===== config.mk =====
export PLATFORM = sky130hd
export DESIGN_NAME = dll_lock_ctrl
export DESIGN_NICKNAME = d
export VERILOG_FILES = /design/src/rtl/dll_lock_ctrl.sv
export SDC_FILE = /design/constraint.sdc
export NUM_CORES = 1
export LEC_CHECK = 0
export ABC_AREA = 1
export ABC_CLOCK_PERIOD_IN_PS = 4150
export CAP_MARGIN = 30
export CORE_MARGIN = 2
export CORE_UTILIZATION = 45
export DETAILED_ROUTE_END_ITERATION = 8
export PLACE_DENSITY = 0.63
export SKIP_LAST_GASP = 1
export SYNTH_ARGS = -nofsm -noshare
export SYNTH_HDL_FRONTEND = slang
export SYNTH_SLANG_ARGS = --single-unit

===== constraint.sdc =====
create_clock -name CLK_exit -period 4.15 [get_ports CLK_exit]
set_clock_uncertainty 0.2 [all_clocks]
set_input_delay 0.415 -clock CLK_exit [delete_from_list [all_inputs] [get_ports CLK_exit]]
set_output_delay 0.415 -clock CLK_exit [all_outputs]
set_load 0.005 [all_outputs]

===== src/rtl/dll_lock_ctrl.sv =====
// FMDLL lock controller: SAR acquisition of the DCDL delay code, then +/-1 tracking with lock detect.
// Optional macro DLL_TRACK_FILTER_EN: a tracking step needs FILT_LEN consecutive agreeing samples.
module dll_lock_ctrl #(
    parameter int CODE_W   = 6,
    parameter int SETTLE   = 4,
    parameter int LOCK_CNT = 8,
    parameter int FILT_LEN = 4
) (
    input  logic              CLK_exit,
    input  logic              rst_n,
    input  logic              start,
    input  logic              pd_valid,
    input  logic              pd_lead,
    output logic [CODE_W-1:0] code,
    output logic              busy,
    output logic              locked,
    output logic              lock_lost
);

    typedef enum logic [1:0] {IDLE = 2'd0, SAR = 2'd1, TRACK = 2'd2} state_t;

`ifdef DLL_TRACK_FILTER_EN
    localparam int STEP_LEN = FILT_LEN;
`else
    localparam int STEP_LEN = 1;
`endif

    localparam int IDX_W = (CODE_W > 1) ? $clog2(CODE_W) : 1;
    localparam int SET_W = $clog2(SETTLE + 1);
    localparam int LCK_W = $clog2(LOCK_CNT + 1);
    localparam int RUN_W = $clog2(FILT_LEN + 1);

    localparam logic [CODE_W-1:0] MIDSCALE  = CODE_W'(1) << (CODE_W - 1);
    localparam logic [CODE_W-1:0] CODE_MAX  = '1;
    localparam logic [IDX_W-1:0]  IDX_TOP   = IDX_W'(CODE_W - 1);
    localparam logic [SET_W-1:0]  SETTLE_LD = SET_W'(SETTLE);
    localparam logic [LCK_W-1:0]  LOCK_FULL = LCK_W'(LOCK_CNT);
    localparam logic [RUN_W-1:0]  RUN_FULL  = RUN_W'(STEP_LEN);

    state_t            state_reg, state_next;
    logic [CODE_W-1:0] code_reg, code_next;
    logic [CODE_W-1:0] ref_reg, ref_next;
    logic [IDX_W-1:0]  idx_reg, idx_next;
    logic [SET_W-1:0]  settle_reg, settle_next;
    logic [LCK_W-1:0]  lcnt_reg, lcnt_next;
    logic [RUN_W-1:0]  run_reg, run_next;
    logic              dir_reg, dir_next;
    logic              locked_reg, locked_next;
    logic              lost_reg, lost_next;
    logic              busy_reg;

    logic              consume;
    logic              in_win;
    logic [RUN_W-1:0]  run_inc;
    logic [IDX_W-1:0]  idx_dec;

    assign consume = pd_valid && (settle_reg == '0);
    assign idx_dec = idx_reg - 1'b1;

    always_comb begin
        state_next  = state_reg;
        code_next   = code_reg;
        ref_next    = ref_reg;
        idx_next    = idx_reg;
        settle_next = (settle_reg != '0) ? settle_reg - 1'b1 : settle_reg;
        lcnt_next   = lcnt_reg;
        run_next    = run_reg;
        dir_next    = dir_reg;
        locked_next = locked_reg;
        lost_next   = 1'b0;
        in_win      = 1'b0;
        run_inc     = RUN_W'(1);

        case (state_reg)
            IDLE: begin
                if (start) begin
                    state_next  = SAR;
                    code_next   = MIDSCALE;
                    idx_next    = IDX_TOP;
                    settle_next = SETTLE_LD;
                end
            end

            SAR: begin
                if (consume) begin
                    if (!pd_lead) begin
                        code_next[idx_reg] = 1'b0;
                    end
                    if (idx_reg != '0) begin
                        code_next[idx_dec] = 1'b1;
                        idx_next           = idx_dec;
                        settle_next        = SETTLE_LD;
                    end else begin
                        state_next  = TRACK;
                        ref_next    = code_next;
                        lcnt_next   = '0;
                        run_next    = '0;
                        settle_next = SETTLE_LD;
                    end
                end
            end

            TRACK: begin
                if (start) begin
                    // Re-acquire; the pending sample is dropped and lock clears silently.
                    state_next  = SAR;
                    code_next   = MIDSCALE;
                    idx_next    = IDX_TOP;
                    settle_next = SETTLE_LD;
                    locked_next = 1'b0;
                    lcnt_next   = '0;
                end else if (consume) begin
                    run_inc  = (run_reg != '0 && pd_lead == dir_reg) ? run_reg + 1'b1 : RUN_W'(1);
                    dir_next = pd_lead;
                    if (run_inc == RUN_FULL) begin
                        run_next = '0;
                        // A step pinned at either end leaves code and settle untouched.
                        if (pd_lead && code_reg != CODE_MAX) begin
                            code_next   = code_reg + 1'b1;
                            settle_next = SETTLE_LD;
                        end else if (!pd_lead && code_reg != '0) begin
                            code_next   = code_reg - 1'b1;
                            settle_next = SETTLE_LD;
                        end
                    end else begin
                        run_next = run_inc;
                    end

                    // One extra bit so the +/-1 window does not wrap at the code limits.
                    in_win = (({1'b0, code_next} + 1'b1) >= {1'b0, ref_reg}) &&
                             ({1'b0, code_next} <= ({1'b0, ref_reg} + 1'b1));
                    if (in_win) begin
                        if (lcnt_reg != LOCK_FULL) begin
                            lcnt_next = lcnt_reg + 1'b1;
                        end
                        locked_next = (lcnt_next == LOCK_FULL);
                    end else begin
                        ref_next    = code_next;
                        lcnt_next   = '0;
                        locked_next = 1'b0;
                        lost_next   = locked_reg;
                    end
                end
            end

            default: begin
                state_next = IDLE;
            end
        endcase
    end

    always_ff @(posedge CLK_exit) begin
        if (!rst_n) begin
            state_reg  <= IDLE;
            code_reg   <= '0;
            ref_reg    <= '0;
            idx_reg    <= '0;
            settle_reg <= '0;
            lcnt_reg   <= '0;
            run_reg    <= '0;
            dir_reg    <= 1'b0;
            locked_reg <= 1'b0;
            lost_reg   <= 1'b0;
            busy_reg   <= 1'b0;
        end else begin
            state_reg  <= state_next;
            code_reg   <= code_next;
            ref_reg    <= ref_next;
            idx_reg    <= idx_next;
            settle_reg <= settle_next;
            lcnt_reg   <= lcnt_next;
            run_reg    <= run_next;
            dir_reg    <= dir_next;
            locked_reg <= locked_next;
            lost_reg   <= lost_next;
            busy_reg   <= (state_next == SAR);
        end
    end

    assign code      = code_reg;
    assign busy      = busy_reg;
    assign locked    = locked_reg;
    assign lock_lost = lost_reg;

endmodule


; ---- Yosys cells after proc, flatten, opt, wreduce, memory -nomap -nowiden
; Index checks and enable logic that the tools add are counted.
[totals]
register_bits = 31
latch_bits = 0
mem_bits_rw = 0
mem_bits_ro = 0
input_bits = 5
output_inout_bits = 9
word_cells = 139
memories = 0
[classes]
n_addsub = 8
n_mul = 0
n_div = 0
magnitude_cmp = 6
eq_ne = 17
shift = 0
n_mux = 63
bitwise_logic = 7
reduce_logical = 27
[ops]
columns = cell, n
row1 = $mux W6, 19
row2 = $mux W3, 17
row3 = $mux W4, 10
row4 = $pmux W6 S3, 1
row5 = $add A6 B1 Y7 const B, 2
row6 = $ne A2 B2 Y1 const B, 7
row7 = $pmux W3 S2, 2
row8 = $pmux W6 S2, 1
row9 = $reduce_and A4 Y1, 3
row10 = $reduce_bool A3 Y1, 4
row11 = $pmux W3 S3, 1
row12 = $lt A3 B4 Y1 const B, 2
row13 = $pmux W4 S2, 1
row14 = $ge A7 B6 Y1, 1
row15 = $le A6 B7 Y1, 1
row16 = $logic_and A1 B1 Y1, 7
row17 = $add A6 B1 Y6 const B, 1
row18 = $and A6 B6 Y6, 1
row19 = $demux W1 S3, 2
row20 = $ge A3 B1 Y1 const B, 2
row21 = $mux W2, 3
row22 = $ne A6 B6 Y1 const B, 1
row23 = $not A6 Y6, 1
row24 = $or A6 B6 Y6, 1
row25 = 26 further kinds, 37

; ---- Logic depth before layout (Yosys ltp)
[logic_depth]
word_depth = 19
depth_mapped = 25
depth_no_buf = 24

; ---- Worst setup path after synthesis
; Ideal clock, no wire load.
[synth_path]
kind = reg-to-reg
from = register run_reg[0]
to = register ref_reg[1]
setup_ns = 0.113
t_arrival_ns = 3.175
required_ns = 3.837
setup_slack_ns = 0.662
path_stages_with_launch = 24
path_buffers = 1
synth_period_minus_slack_ns = 3.488
cell_sequence = dfxtp_1 > inv_1 > ha_1 > nand2_2 > nand3_4 > nor2_2 > nor2_4 > o21ai_2 > xor2_1 > ha_1 > nand3_1 > nor2_4 > xnor2_1 > inv_1 > ha_1 > a21oi_1 > nand2_1 > a21oi_1 > nand2_2 > nand3_2 > buf_6 > nand3_2 > nand2_1 > nor2_1
[synth_via]
elab_chain_cells = 13
word_cells_on_any_way = 19
classes_between = add/sub (2) / order compare (2) / eq/ne (2) / mux (9) / reduce/logical (4)
[synth_lines]
columns = item, line_no
row1 = start: declaration, 46  ; logic [RUN_W-1:0] run_reg, run_next;
row2 = start signal: assignment, 172  ; run_reg <= run_next;
row3 = branches (longest 2 deep; another with $add A3 B1 Y3), -
row4 = $mux W3 *, 113  ; run_inc = (run_reg != '0 && pd_lead == dir_reg) ? run_reg + 1'b1 : RUN_W'(1);
row5 = $eq A3 B1 Y1 *, 115  ; if (run_inc == RUN_FULL) begin
row6 = $mux W6 *, 115
row7 = $mux W6 *, 112  ; end else if (consume) begin
row8 = $mux W6 *, 104  ; if (start) begin
row9 = $mux W6 *, 74  ; case (state_reg)
row10 = $add A6 B1 Y7, 130  ; in_win = (({1'b0, code_next} + 1'b1) >= {1'b0, ref_reg}) &&
row11 = $ge A7 B6 Y1, 130
row12 = $logic_and A1 B1 Y1, 130
row13 = $ne A2 B2 Y1 (no line), -
row14 = $reduce_and A6 Y1 (no line), -
row15 = end signal: assignment, 168  ; ref_reg <= ref_next;
row16 = end: declaration, 42  ; logic [CODE_W-1:0] ref_reg, ref_next;
; Mark *: on every way between the ends. The select of a mux whose other input is x is not followed.
; A chain may end at the register's enable or synchronous reset.

; ---- Worst setup path after layout
[layout_path]
from = register code_reg[1], in the netlist code[1]
to = register ref_reg[1]
[layout_via]
elab_chain_cells = 13
word_cells_on_any_way = 28
classes_between = add/sub (3) / order compare (2) / eq/ne (2) / mux (15) / bitwise (1) / reduce/logical (5)
[layout_lines]
columns = item, line_no
row1 = start: declaration, 41  ; logic [CODE_W-1:0] code_reg, code_next;
row2 = start signal: assignment, 167  ; code_reg <= code_next;
row3 = branches (longest 13 deep; another with $add A6 B1 Y7), -
; Parallel ways; which one is timed is not known. The select of a mux whose other input is x is not followed.

==> results.toml <==
[finish]
layout_commonest_cell = "nand2_1"
area_growth_pct = 9.07
layout-drive-gt1-share_pct = 12.3
nets = 459
finalInstanceArea_um2 = 3100
final_cell_mix = "nand2_1 (82), inv_1 (55), a21oi_1 (34)"
instances_no_fill = 499
n_antenna_cell = 0
fillCellCount = 615

[cts]
cts_tree = "done"
clk_pin_slew_ps = 60
cts_buffer_depth = 2
cts_root_buf = "clkbuf_8"
cts_buffers = 5
htree_num_levels = 2
clkLatencyLatePin_ps = 280
clock-sinks = 31

[global_route]
grt_overflow = 0
antenna_found_initial = 0
grt_max_degree = 20
grt_pass1_vias = 2464
grt_pass1_wl_um = 11300
grt.total_usage_pct = 19.8

[logic_synthesis]
synthesis.area_um2 = 2840
syn_avg_cell_area_um2 = 6.93
synth-main-ff-cell = "dfxtp_1"
synth.distinct_cells = 47
synthTopCellsByArea = "dfxtp_1 (22%), ha_1 (13%), nand2_1 (11%), inv_1 (7.3%), a21oi_1 (6.0%)"
async_flop_share_pct = 0
synth-seq-cells = 31
ys_seq_area_share_pct = 21.9
synth_nets = 444
synth_edf_count = 0
yosys_warnings = 0
synth_top_area_share_pct = 21.9
synth_cells = 410
yosys.area.top_type = "dfxtp_1"

[worst_setup_path]
critPathKind = "reg -> reg"
end_kind = "flop"
crit_fanout = 7
crit_required_ps = 4170
crit_arrival_ps = 3800
cp-start-kind = "flop"

[hold_path]
hp-class = "reg -> reg"

[placement]
dp_hpwl_um = 5410
port_buffers = 13
gp_congestion = 0.947
dp.cells = 493
placed_cell_area_um2 = 3020

[detailed_routing]
drt-initial-drc-count = 124
wl_um = 6520
wl_per_cell_um = 13.1
drt_first_pass_iters = 4
via_per_inst = 5.28
drcViolationCount = 0
via_count = 2633
ant_nets = 0

[floorplan]
die-area_um2 = 6960
num_rows = 28
fp.coreArea_um2 = 6030
start_util_pct = 47.1
die_x_um = 83.4
die_h_um = 83.4
num_io_pins = 14

[timing]
max_freq_mhz = 265
slew_headroom_pct = 54.9
fin_crit_ps = 3780
drv_slew = 0
setup-violations-final = 0
max_slew.worst_pin.slew_ps = 668
setup_tns_ps = 0
hold_viol = 0
rsz0062_at_grt = "false"
min_period_over_period_pct = 91.1

[power_and_ir_drop]
power.density_nw_per_um2 = 311
combPwrFrac_pct = 40.6
intPower_uw = 585
pwr-share-clk_pct = 22.3
peakVddDrop_uv = 234
p_sw_uw = 377
p_leak_uw = 0.00126
swShare_pct = 39.2
p_seq_share_pct = 37.1

[job]
cap_violations = 0

[run_status]
status = "finished clean"
==> synth_stat cells, drive strengths merged (2+ instances only) <==
library cell  instances
a21boi                2
a21oi                41
a31oi                 5
buf                   7
clkbuf                2
clkinv                2
dfxtp                31
ha                   29
inv                  60
nand2                92
nand3                33
nor2                 36
nor3                 12
o211ai                2
o21ai                24
o31ai                 2
xnor2                 5
xor2                 12
==> critical path, stage by stage, from the launching register on <==
cell and delay (ps):
dfxtp_1 470, ha_1 250, inv_1 60, nand2_2 70, nand3_4 130, o21ai_2 260, xor2_1 240, ha_1 220
nand3_1 130, nor2_4 140, xnor2_1 130, inv_1 60, ha_1 280, a21oi_1 140, nand2_1 60, a21oi_1 230
nand2_2 90, nand3_2 140, buf_4 200, a21oi_2 60, nor2_1 130
==> power by group through the flow <==
| stage | clock network [uW] | logic (uW) | registers, uW |
|---|---|---|---|
| finish | 215 | 391 | 357 |
| global placement | 0 | 387 | 362 |
| global route | 230 | 452 | 361 |
| detailed placement | 0 | 393 | 363 |
| floorplan | 0 | 309 | 355 |
| CTS | 221 | 395 | 356 |
==> logic make-up (layout without fill, tap and decap cells) <==
group	Yosys count	after routing	synth area share, %
flops	31	31	21.9
simple gates	178	178	30.7
xor+xnor	17	17	5.90
buf+inv	71	85	10.9
compound gates	84	84	17.9
fa+ha+maj	29	29	12.8
==> worst paths after layout <==
path                              from                       to  slack, ps  cells past startpoint
setup / recovery  code[1]$_SDFFE_PN0P_  ref_reg[1]$_SDFFE_PN0P_        370                     20
hold / removal     locked$_SDFFE_PN0P_     lock_lost$_SDFF_PP0_        280                      2
setup reg to reg  code[1]$_SDFFE_PN0P_  ref_reg[1]$_SDFFE_PN0P_        370                     20
hold reg to reg    locked$_SDFFE_PN0P_     lock_lost$_SDFF_PP0_        280                      2
==> metrics by stage <==
stage	utilization (%)	hold WS, ps	power [uW]	setup WS, ps
after floorplan	-	258	664	662
after global placement	50.2	270	749	49.8
after detailed placement	50.2	261	756	-117
after CTS	51.4	276	972	155
after global routing	51.4	298	1040	36.2
final	51.4	276	962	371
==> metal layers <==
metal	GRT usage, %	routed length, um	up-vias
met5	0	0	-
met1	25.2	3010	1192
li1	-	-	1380
met3	3.68	277	10
met4	7.62	119	0
met2	33.1	3120	51
==> final cells by class <==
type | count | area (um2) | share of cell area [%]
Multi-Input combinational cell | 308 | 1910 | 61.7
Inverter | 62 | 238 | 7.67
Sequential cell | 31 | 621 | 20.0
Timing Repair Buffer | 17 | 163 | 5.25
Clock buffer | 6 | 72.6 | 2.34
Tap cell | 75 | 93.8 | 3.03
==> timing repair <==
action | 4_1_cts | 5_1_grt
gates resized for setup | 0 | 1
buffers inserted | 0 | 0
hold buffers | 0 | 0
setup endpoints to repair | 0 | 6
No activity file was read; power rests on OpenSTA's default activity.
